## src/rtl/gate_sweep_pkg.sv

```systemverilog
// Shared types and constants for the gate sweep arbiter and its function unit.
package gate_sweep_pkg;

    // Width of a captured 3-input truth table.
    localparam int unsigned TT_W    = 8;
    // Upper bound on the number of requesters sharing the unit.
    localparam int unsigned MAX_REQ = 4;

    // Function select codes as seen on each requester's sel field.
    typedef enum logic [1:0] {
        EXAMPLE = 2'd0,
        AND3    = 2'd1,
        NAND3   = 2'd2,
        INV     = 2'd3
    } fsel_t;

    // Scheduler states.
    typedef enum logic [1:0] {
        IDLE  = 2'd0,
        SWEEP = 2'd1,
        RESP  = 2'd2
    } state_t;

endpackage

```

## src/rtl/gate_fu.sv

```systemverilog
// Gate library cells and the combinational function unit that muxes them.

// Library cell: y = ~a~b~c | a~b~c | a~b c
module example (
    input  logic a,
    input  logic b,
    input  logic c,
    output logic y
);
    assign y = (~a & ~b & ~c) | (a & ~b & ~c) | (a & ~b & c);
endmodule

// Library cell: 3-input AND.
module and3 (
    input  logic a,
    input  logic b,
    input  logic c,
    output logic y
);
    assign y = a & b & c;
endmodule

// Library cell: 3-input NAND.
module nand3 (
    input  logic a,
    input  logic b,
    input  logic c,
    output logic y
);
    assign y = ~(a & b & c);
endmodule

// Library cell: inverter.
module inv (
    input  logic a,
    output logic y
);
    assign y = ~a;
endmodule

// Purely combinational function unit: all four cells evaluate in parallel,
// fsel picks which result reaches y.
module gate_fu
    import gate_sweep_pkg::*;
(
    input  fsel_t fsel,
    input  logic  a,
    input  logic  b,
    input  logic  c,
    output logic  y
);

    logic y_ex;
    logic y_and;
    logic y_nand;
    logic y_inv;

    example u_example (
        .a (a),
        .b (b),
        .c (c),
        .y (y_ex)
    );

    and3 u_and3 (
        .a (a),
        .b (b),
        .c (c),
        .y (y_and)
    );

    nand3 u_nand3 (
        .a (a),
        .b (b),
        .c (c),
        .y (y_nand)
    );

    inv u_inv (
        .a (a),
        .y (y_inv)
    );

    // Route the selected cell output to y.
    always_comb begin
        y = 1'b0;
        case (fsel)
            EXAMPLE: y = y_ex;
            AND3:    y = y_and;
            NAND3:   y = y_nand;
            INV:     y = y_inv;
            default: y = 1'b0;
        endcase
    end

endmodule

```

## src/rtl/gate_sweep_arb.sv

```systemverilog
// Round-robin scheduler sharing one gate function unit among NREQ (2..4)
// requesters. A grant sweeps all eight {a,b,c} vectors through the unit and
// returns the captured truth table on a valid/ready response.
module gate_sweep_arb
    import gate_sweep_pkg::*;
#(
    parameter int unsigned NREQ = 2
) (
    input  logic              clk,
    input  logic              reset,
    input  logic [NREQ-1:0]   req,
    input  logic [2*NREQ-1:0] sel,
    output logic [NREQ-1:0]   gnt,
    output logic              busy,
    output logic              rsp_valid,
    input  logic              rsp_ready,
    output logic [1:0]        rsp_id,
    output logic [TT_W-1:0]   rsp_tt
);

    localparam logic [1:0] S_IDLE  = IDLE;
    localparam logic [1:0] S_SWEEP = SWEEP;
    localparam logic [1:0] S_RESP  = RESP;

    logic [1:0]             state_q, state_d;
    logic [1:0]             rr_ptr_q, rr_ptr_d;
    logic [1:0]             owner_q, owner_d;
    fsel_t                  fsel_q, fsel_d;
    logic [2:0]             idx_q, idx_d;
    logic [TT_W-1:0]        tt_q, tt_d;
    logic [NREQ-1:0]        gnt_q, gnt_d;

    // Requests and selects widened to the maximum requester count so every
    // index below is a fixed 2-bit owner id regardless of NREQ.
    logic [MAX_REQ-1:0]     req_pad;
    logic [2*MAX_REQ-1:0]   sel_pad;
    logic [MAX_REQ-1:0]     onehot;

    logic                   pick_vld;
    logic [1:0]             pick_id;
    logic [1:0]             pick_nxt;
    logic                   fu_y;

    assign req_pad = MAX_REQ'(req);
    assign sel_pad = (2 * MAX_REQ)'(sel);

    // Round-robin pick: first active request at or after rr_ptr, wrapping at NREQ.
    always_comb begin
        pick_vld = 1'b0;
        pick_id  = '0;
        for (int unsigned i = 0; i < NREQ; i++) begin
            int unsigned cand;
            cand = 32'(rr_ptr_q) + i;
            if (cand >= NREQ) begin
                cand = cand - NREQ;
            end
            if (!pick_vld && req_pad[cand[1:0]]) begin
                pick_vld = 1'b1;
                pick_id  = cand[1:0];
            end
        end
    end

    // Pointer value following the picked owner, modulo NREQ.
    always_comb begin
        if (pick_id == 2'(NREQ - 1)) begin
            pick_nxt = '0;
        end else begin
            pick_nxt = pick_id + 2'd1;
        end
    end

    // The unit always sees idx; its output is only captured during SWEEP.
    gate_fu u_fu (
        .fsel (fsel_q),
        .a    (idx_q[2]),
        .b    (idx_q[1]),
        .c    (idx_q[0]),
        .y    (fu_y)
    );

    // Next-state logic for the FSM, grant pulse, owner latch and capture register.
    always_comb begin
        state_d  = state_q;
        rr_ptr_d = rr_ptr_q;
        owner_d  = owner_q;
        fsel_d   = fsel_q;
        idx_d    = idx_q;
        tt_d     = tt_q;
        gnt_d    = '0;
        onehot   = '0;
        case (state_q)
            S_IDLE: begin
                if (pick_vld) begin
                    onehot[pick_id] = 1'b1;
                    gnt_d    = onehot[NREQ-1:0];
                    owner_d  = pick_id;
                    fsel_d   = fsel_t'(sel_pad[{pick_id, 1'b0} +: 2]);
                    idx_d    = '0;
                    tt_d     = '0;
                    rr_ptr_d = pick_nxt;
                    state_d  = S_SWEEP;
                end
            end
            S_SWEEP: begin
                tt_d[idx_q] = fu_y;
                idx_d       = idx_q + 3'd1;
                if (idx_q == 3'd7) begin
                    state_d = S_RESP;
                end
            end
            S_RESP: begin
                if (rsp_ready) begin
                    state_d = S_IDLE;
                end
            end
            default: begin
                state_d = S_IDLE;
            end
        endcase
    end

    // State registers with asynchronous active-high reset.
    always_ff @(posedge clk or posedge reset) begin
        if (reset) begin
            state_q  <= S_IDLE;
            rr_ptr_q <= '0;
            owner_q  <= '0;
            fsel_q   <= EXAMPLE;
            idx_q    <= '0;
            tt_q     <= '0;
            gnt_q    <= '0;
        end else begin
            state_q  <= state_d;
            rr_ptr_q <= rr_ptr_d;
            owner_q  <= owner_d;
            fsel_q   <= fsel_d;
            idx_q    <= idx_d;
            tt_q     <= tt_d;
            gnt_q    <= gnt_d;
        end
    end

    assign gnt       = gnt_q;
    assign busy      = (state_q != S_IDLE);
    assign rsp_valid = (state_q == S_RESP);
    assign rsp_id    = owner_q;
    assign rsp_tt    = tt_q;

endmodule

```

## config.mk

```make
export PLATFORM = sky130hd
export DESIGN_NAME = gate_sweep_arb
export DESIGN_NICKNAME = d
export VERILOG_FILES = /design/src/rtl/gate_sweep_pkg.sv /design/src/rtl/gate_fu.sv /design/src/rtl/gate_sweep_arb.sv
export SDC_FILE = /design/constraint.sdc
export NUM_CORES = 1
export LEC_CHECK = 0
export ABC_AREA = 1
export BUFFER_PORTS_ARGS = -buffer_cell sky130_fd_sc_hd__clkbuf_2
export CORE_MARGIN = 4
export CORE_UTILIZATION = 45
export CTS_CLUSTER_DIAMETER = 40
export DETAILED_ROUTE_END_ITERATION = 10
export PLACE_DENSITY = 0.75
export SLEW_MARGIN = 20
export SYNTH_ARGS = -nofsm -noshare
export SYNTH_HDL_FRONTEND = slang
export SYNTH_SLANG_ARGS = --single-unit
```

## constraint.sdc

```tcl
create_clock -name clk -period 1.9 [get_ports clk]
set_input_delay 0.285 -clock clk [delete_from_list [all_inputs] [get_ports clk]]
set_output_delay 0.285 -clock clk [all_outputs]
set_load 0.005 [all_outputs]
```

==> qor.txt <==
SETUP PATH
-----------------------------------------------------------------------------
Slowest library cell on the worst path ......................... sky130_fd_sc_hd__dfrtp_1
Cell-by-cell trace of the critical path ........................ inv_1 > ha_1 > nor3_1 > o21ai_4 > nand3_1 > nand2_1
Type of element capturing the critical path ....................     register
Source of the critical timing path .............................     idx_q[0]
Crit path arrival time .........................................      1.74 ns
Critical path type ............................................. register to register
Data required, critical path ...................................      2.09 ns
Launching point of the worst reg2reg path ......................     idx_q[0]
CP Max Fanout ..................................................            7
Dominant delay contributor by cell family on the critical path .   flip-flops
Largest stage delay, worst path ................................      0.50 ns
Worst path buffer plus inverter count ..........................            1
Kind of start point of the critical path .......................     register

RUN
-----------------------------------------------------------------------------
Max-cap violations .............................................            0

ROUTE
-----------------------------------------------------------------------------
Mean number of vias per cell ...................................         4.83
Routed wire length per instance ................................      10.7 µm
DRT Pass-1 Iters ...............................................            4
Post-DRT Antenna Nets ..........................................            0
DRC violation total after the first TritonRoute iteration ......           21
Final Routed Wirelength ........................................      2010 µm
Detailed-route via count .......................................          904
Number of remaining DRC errors .................................            0

STATUS
-----------------------------------------------------------------------------
Run status .....................................................    completed

SYNTH
-----------------------------------------------------------------------------
Synthesized instance count .....................................          133
Sequential share of the synthesized area .......................        48.8%
Cell types with the largest area share after synthesis ......... sky130_fd_sc_hd__dfrtp_1, sky130_fd_sc_hd__nand2_1, sky130_fd_sc_hd__nand3_1
Synthesized area ...............................................     1080 µm²
Synth unique cells .............................................           19
Syn Nets .......................................................          145
Synthesis-stage register bit count .............................           21
Yosys Warn Count ...............................................            0
Synth top area share ...........................................        48.8%
Largest area contributor in the synthesized netlist ............ sky130_fd_sc_hd__dfrtp_1
Mapped Avg Cell Area ...........................................     8.10 µm²

GLOBAL ROUTE
-----------------------------------------------------------------------------
Via count of the first global-routing pass .....................          873
Antenna violations before repair ...............................            0
Wire length of the first global-routing pass ...................      3610 µm
Overall global routing resource usage ..........................        13.5%
Maximum number of pins on one net before global-route repair ...           22
Overflow after GRT .............................................            0

PLACEMENT
-----------------------------------------------------------------------------
Post-placement setup slack .....................................     0.409 ns
Instance count after placement with tap cells included .........          182
Detailed Place HPWL ............................................      1540 µm
RD Place Congestion ............................................        0.830
Count of port buffers added during placement ...................           22

CLOCK NETWORK
-----------------------------------------------------------------------------
Clock buffers created by TritonCTS .............................            3
Library cell used as clock root buffer ......................... sky130_fd_sc_hd__clkbuf_4
Post-cts resize count ..........................................            0
CTS tree .......................................................          yes
Depth of the CTS H-tree ........................................            1
Sink Count .....................................................           21
Clock insertion delay at the later pin of the skew report ......      0.30 ns
Clock transition at the registers of the reported paths ........      0.10 ns
Longest Clk Path Bufs ..........................................            2

LAYOUT
-----------------------------------------------------------------------------
Non-filler cells, final ........................................          187
Core Util, Final ...............................................        55.2%
P&R area growth vs syn .........................................        15.4%
Antenna fix cells ..............................................            0
Layout net count ...............................................          172
Layout cells sized above 1 .....................................        21.4%

POWER
-----------------------------------------------------------------------------
Switch share ...................................................        44.3%
Pleak ..........................................................     0.714 nW
Gate power share ...............................................        45.9%
Switch Pwr .....................................................     0.800 mW
Internal power summed over all cells ...........................      1.01 mW
Portion of total power attributed to sequential cells ..........        42.7%
IR Drop Worst-Case VDD .........................................       878 µV
Total design power .............................................      1.81 mW
Power density cells ............................................  1450 nW/µm²
Clock network fraction of total power ..........................        11.4%

FLOORPLAN
-----------------------------------------------------------------------------
Die X-Extent ...................................................      56.9 µm
I/O pin total ..................................................           23
Site Rows ......................................................           17
Die Height .....................................................      56.9 µm
Initial core utilization .......................................        47.8%
Die footprint ..................................................     3240 µm²
Area of the placeable core .....................................     2250 µm²

TIMING
-----------------------------------------------------------------------------
Tightest slew margin relative to the limit .....................        78.8%
Fin Clk Skew ...................................................   0.00845 ns
Min Clock Period, post-route ...................................      1.54 ns
Unrepaired setup endpoints after global routing ................        false
Transition time of the tightest slew-check pin .................     0.316 ns
Fin worst setup slack ..........................................     0.357 ns
Fmax ...........................................................      648 MHz
Final count of pins violating max slew .........................            0
Setup total negative slack .....................................         0 ns
Number of hold-slack violations in the final timing report .....            0
Crit share post-route ..........................................        81.2%
Count of endpoints failing setup in the final report ...........            0

WORST HOLD PATH
-----------------------------------------------------------------------------
Beginning of the worst hold path ...............................    rsp_ready
Worst hold path class .......................................... input pin to register

-- power groups by stage --
stage / combinational (mW) / sequential [mW] / clock [mW]
floorplan: 0.654 / 0.741 / 0
CTS: 0.843 / 0.771 / 0.216
global placement: 0.828 / 0.767 / 0
global route: 0.973 / 0.796 / 0.231
detailed placement: 0.838 / 0.773 / 0
finish: 0.829 / 0.771 / 0.207
-- worst paths after layout --
kind / to / slack, ns / depth (start not counted)
max: rsp_tt[2] / 0.36 / 6
min: state_q[1] / 0.16 / 2
max in group asynchronous: rsp_tt[6] / 1.16 / 4
max reg2reg: rsp_tt[2] / 0.36 / 6
min reg2reg: rsp_id[0] / 0.50 / 2
min in group asynchronous: rsp_tt[5] / 0.52 / 4
-- metrics by stage --
step	hold slack, ns	cell area [µm²]
finish	0.157	1240
global placement	0.306	1210
CTS	0.149	1240
global route	0.169	1240
detailed placement	0.310	1210
floorplan	0.262	1080
-- metal layers --
| layer | global-route usage (%) | share of wire, % |
|---|---|---|
| met1 | 18.7 | 48 |
| met2 | 21.4 | 46 |
| met3 | 2.49 | 5.5 |
| met4 | 4.64 | 0.95 |
| met5 | 0 | 0 |
-- repair_timing --
| item | 4_1_cts | 5_1_grt |
|---|---|---|
| endpoints found under the hold margin | 21 | 0 |
| buffers inserted | 0 | 0 |
| hold buffers | 1 | 0 |
-- final cells by class --
type                    count  area (µm²)
multi-input cells          88         447
clock buffers               4        26.3
well taps                  28        35.0
fillers                   218        1010
flip-flops and latches     21         526
repair buffers             24         128
inverters                  22        82.6
-- layout by cell type, fill, tap and decap left out --
cell type                       instances
sky130_fd_sc_hd__o31ai_1                1
sky130_fd_sc_hd__o21ai_2                1
sky130_fd_sc_hd__nand4_1                2
sky130_fd_sc_hd__clkbuf_1               1
sky130_fd_sc_hd__nand3_1               16
sky130_fd_sc_hd__dfrtp_1               21
sky130_fd_sc_hd__inv_2                  1
sky130_fd_sc_hd__o21ai_0                6
sky130_fd_sc_hd__o21ai_4                1
sky130_fd_sc_hd__nor2_1                12
sky130_fd_sc_hd__nand3b_1               3
sky130_fd_sc_hd__buf_4                  1
sky130_fd_sc_hd__ha_1                   3
sky130_fd_sc_hd__clkbuf_4               3
sky130_fd_sc_hd__nand2_1               37
sky130_fd_sc_hd__nand3_2                1
sky130_fd_sc_hd__inv_1                 21
sky130_fd_sc_hd__nor3_1                 1
sky130_fd_sc_hd__dlygate4sd3_1          1
sky130_fd_sc_hd__clkbuf_2              22
sky130_fd_sc_hd__nor2_4                 1
sky130_fd_sc_hd__nand2_2                2
sky130_fd_sc_hd__a21oi_2                1
-- logic make-up after synthesis --
| logic type | Yosys count | share of synthesized area [%] |
|---|---|---|
| and+or+nand+nor | 75 | 31.4 |
| buffers and inverters | 24 | 9.76 |
| adders and majority gates | 3 | 3.48 |
| DFF | 21 | 48.8 |
| AOI/OAI and AO/OA | 10 | 6.62 |
-- synth_stat cells, drive strengths merged --
| cell | count |
|---|---|
| nand2 | 39 |
| inv | 22 |
| dfrtp | 21 |
| nand3 | 17 |
| nor2 | 13 |
| o21ai | 8 |
| ha | 3 |
| nand3b | 3 |
| buf | 2 |
| nand4 | 2 |
| a21oi | 1 |
| nor3 | 1 |
| o31ai | 1 |
-- worst reg2reg max path, stage by stage, from the launching register on --
cell and delay (ns):
sky130_fd_sc_hd__dfrtp_1 0.50, sky130_fd_sc_hd__inv_1 0.15, sky130_fd_sc_hd__ha_1 0.22, sky130_fd_sc_hd__nor3_1 0.26, sky130_fd_sc_hd__o21ai_4 0.15, sky130_fd_sc_hd__nand3_1 0.12
sky130_fd_sc_hd__nand2_1 0.05
-- state kept, by name, summed over array words and instances, names as in the netlist --
register / flops
fsel_q: 2
gnt: 2
idx_q: 3
rr_ptr_q: 2
rsp_id: 2
rsp_tt: 8
state_q: 2
(Power assumes the default switching activity.)
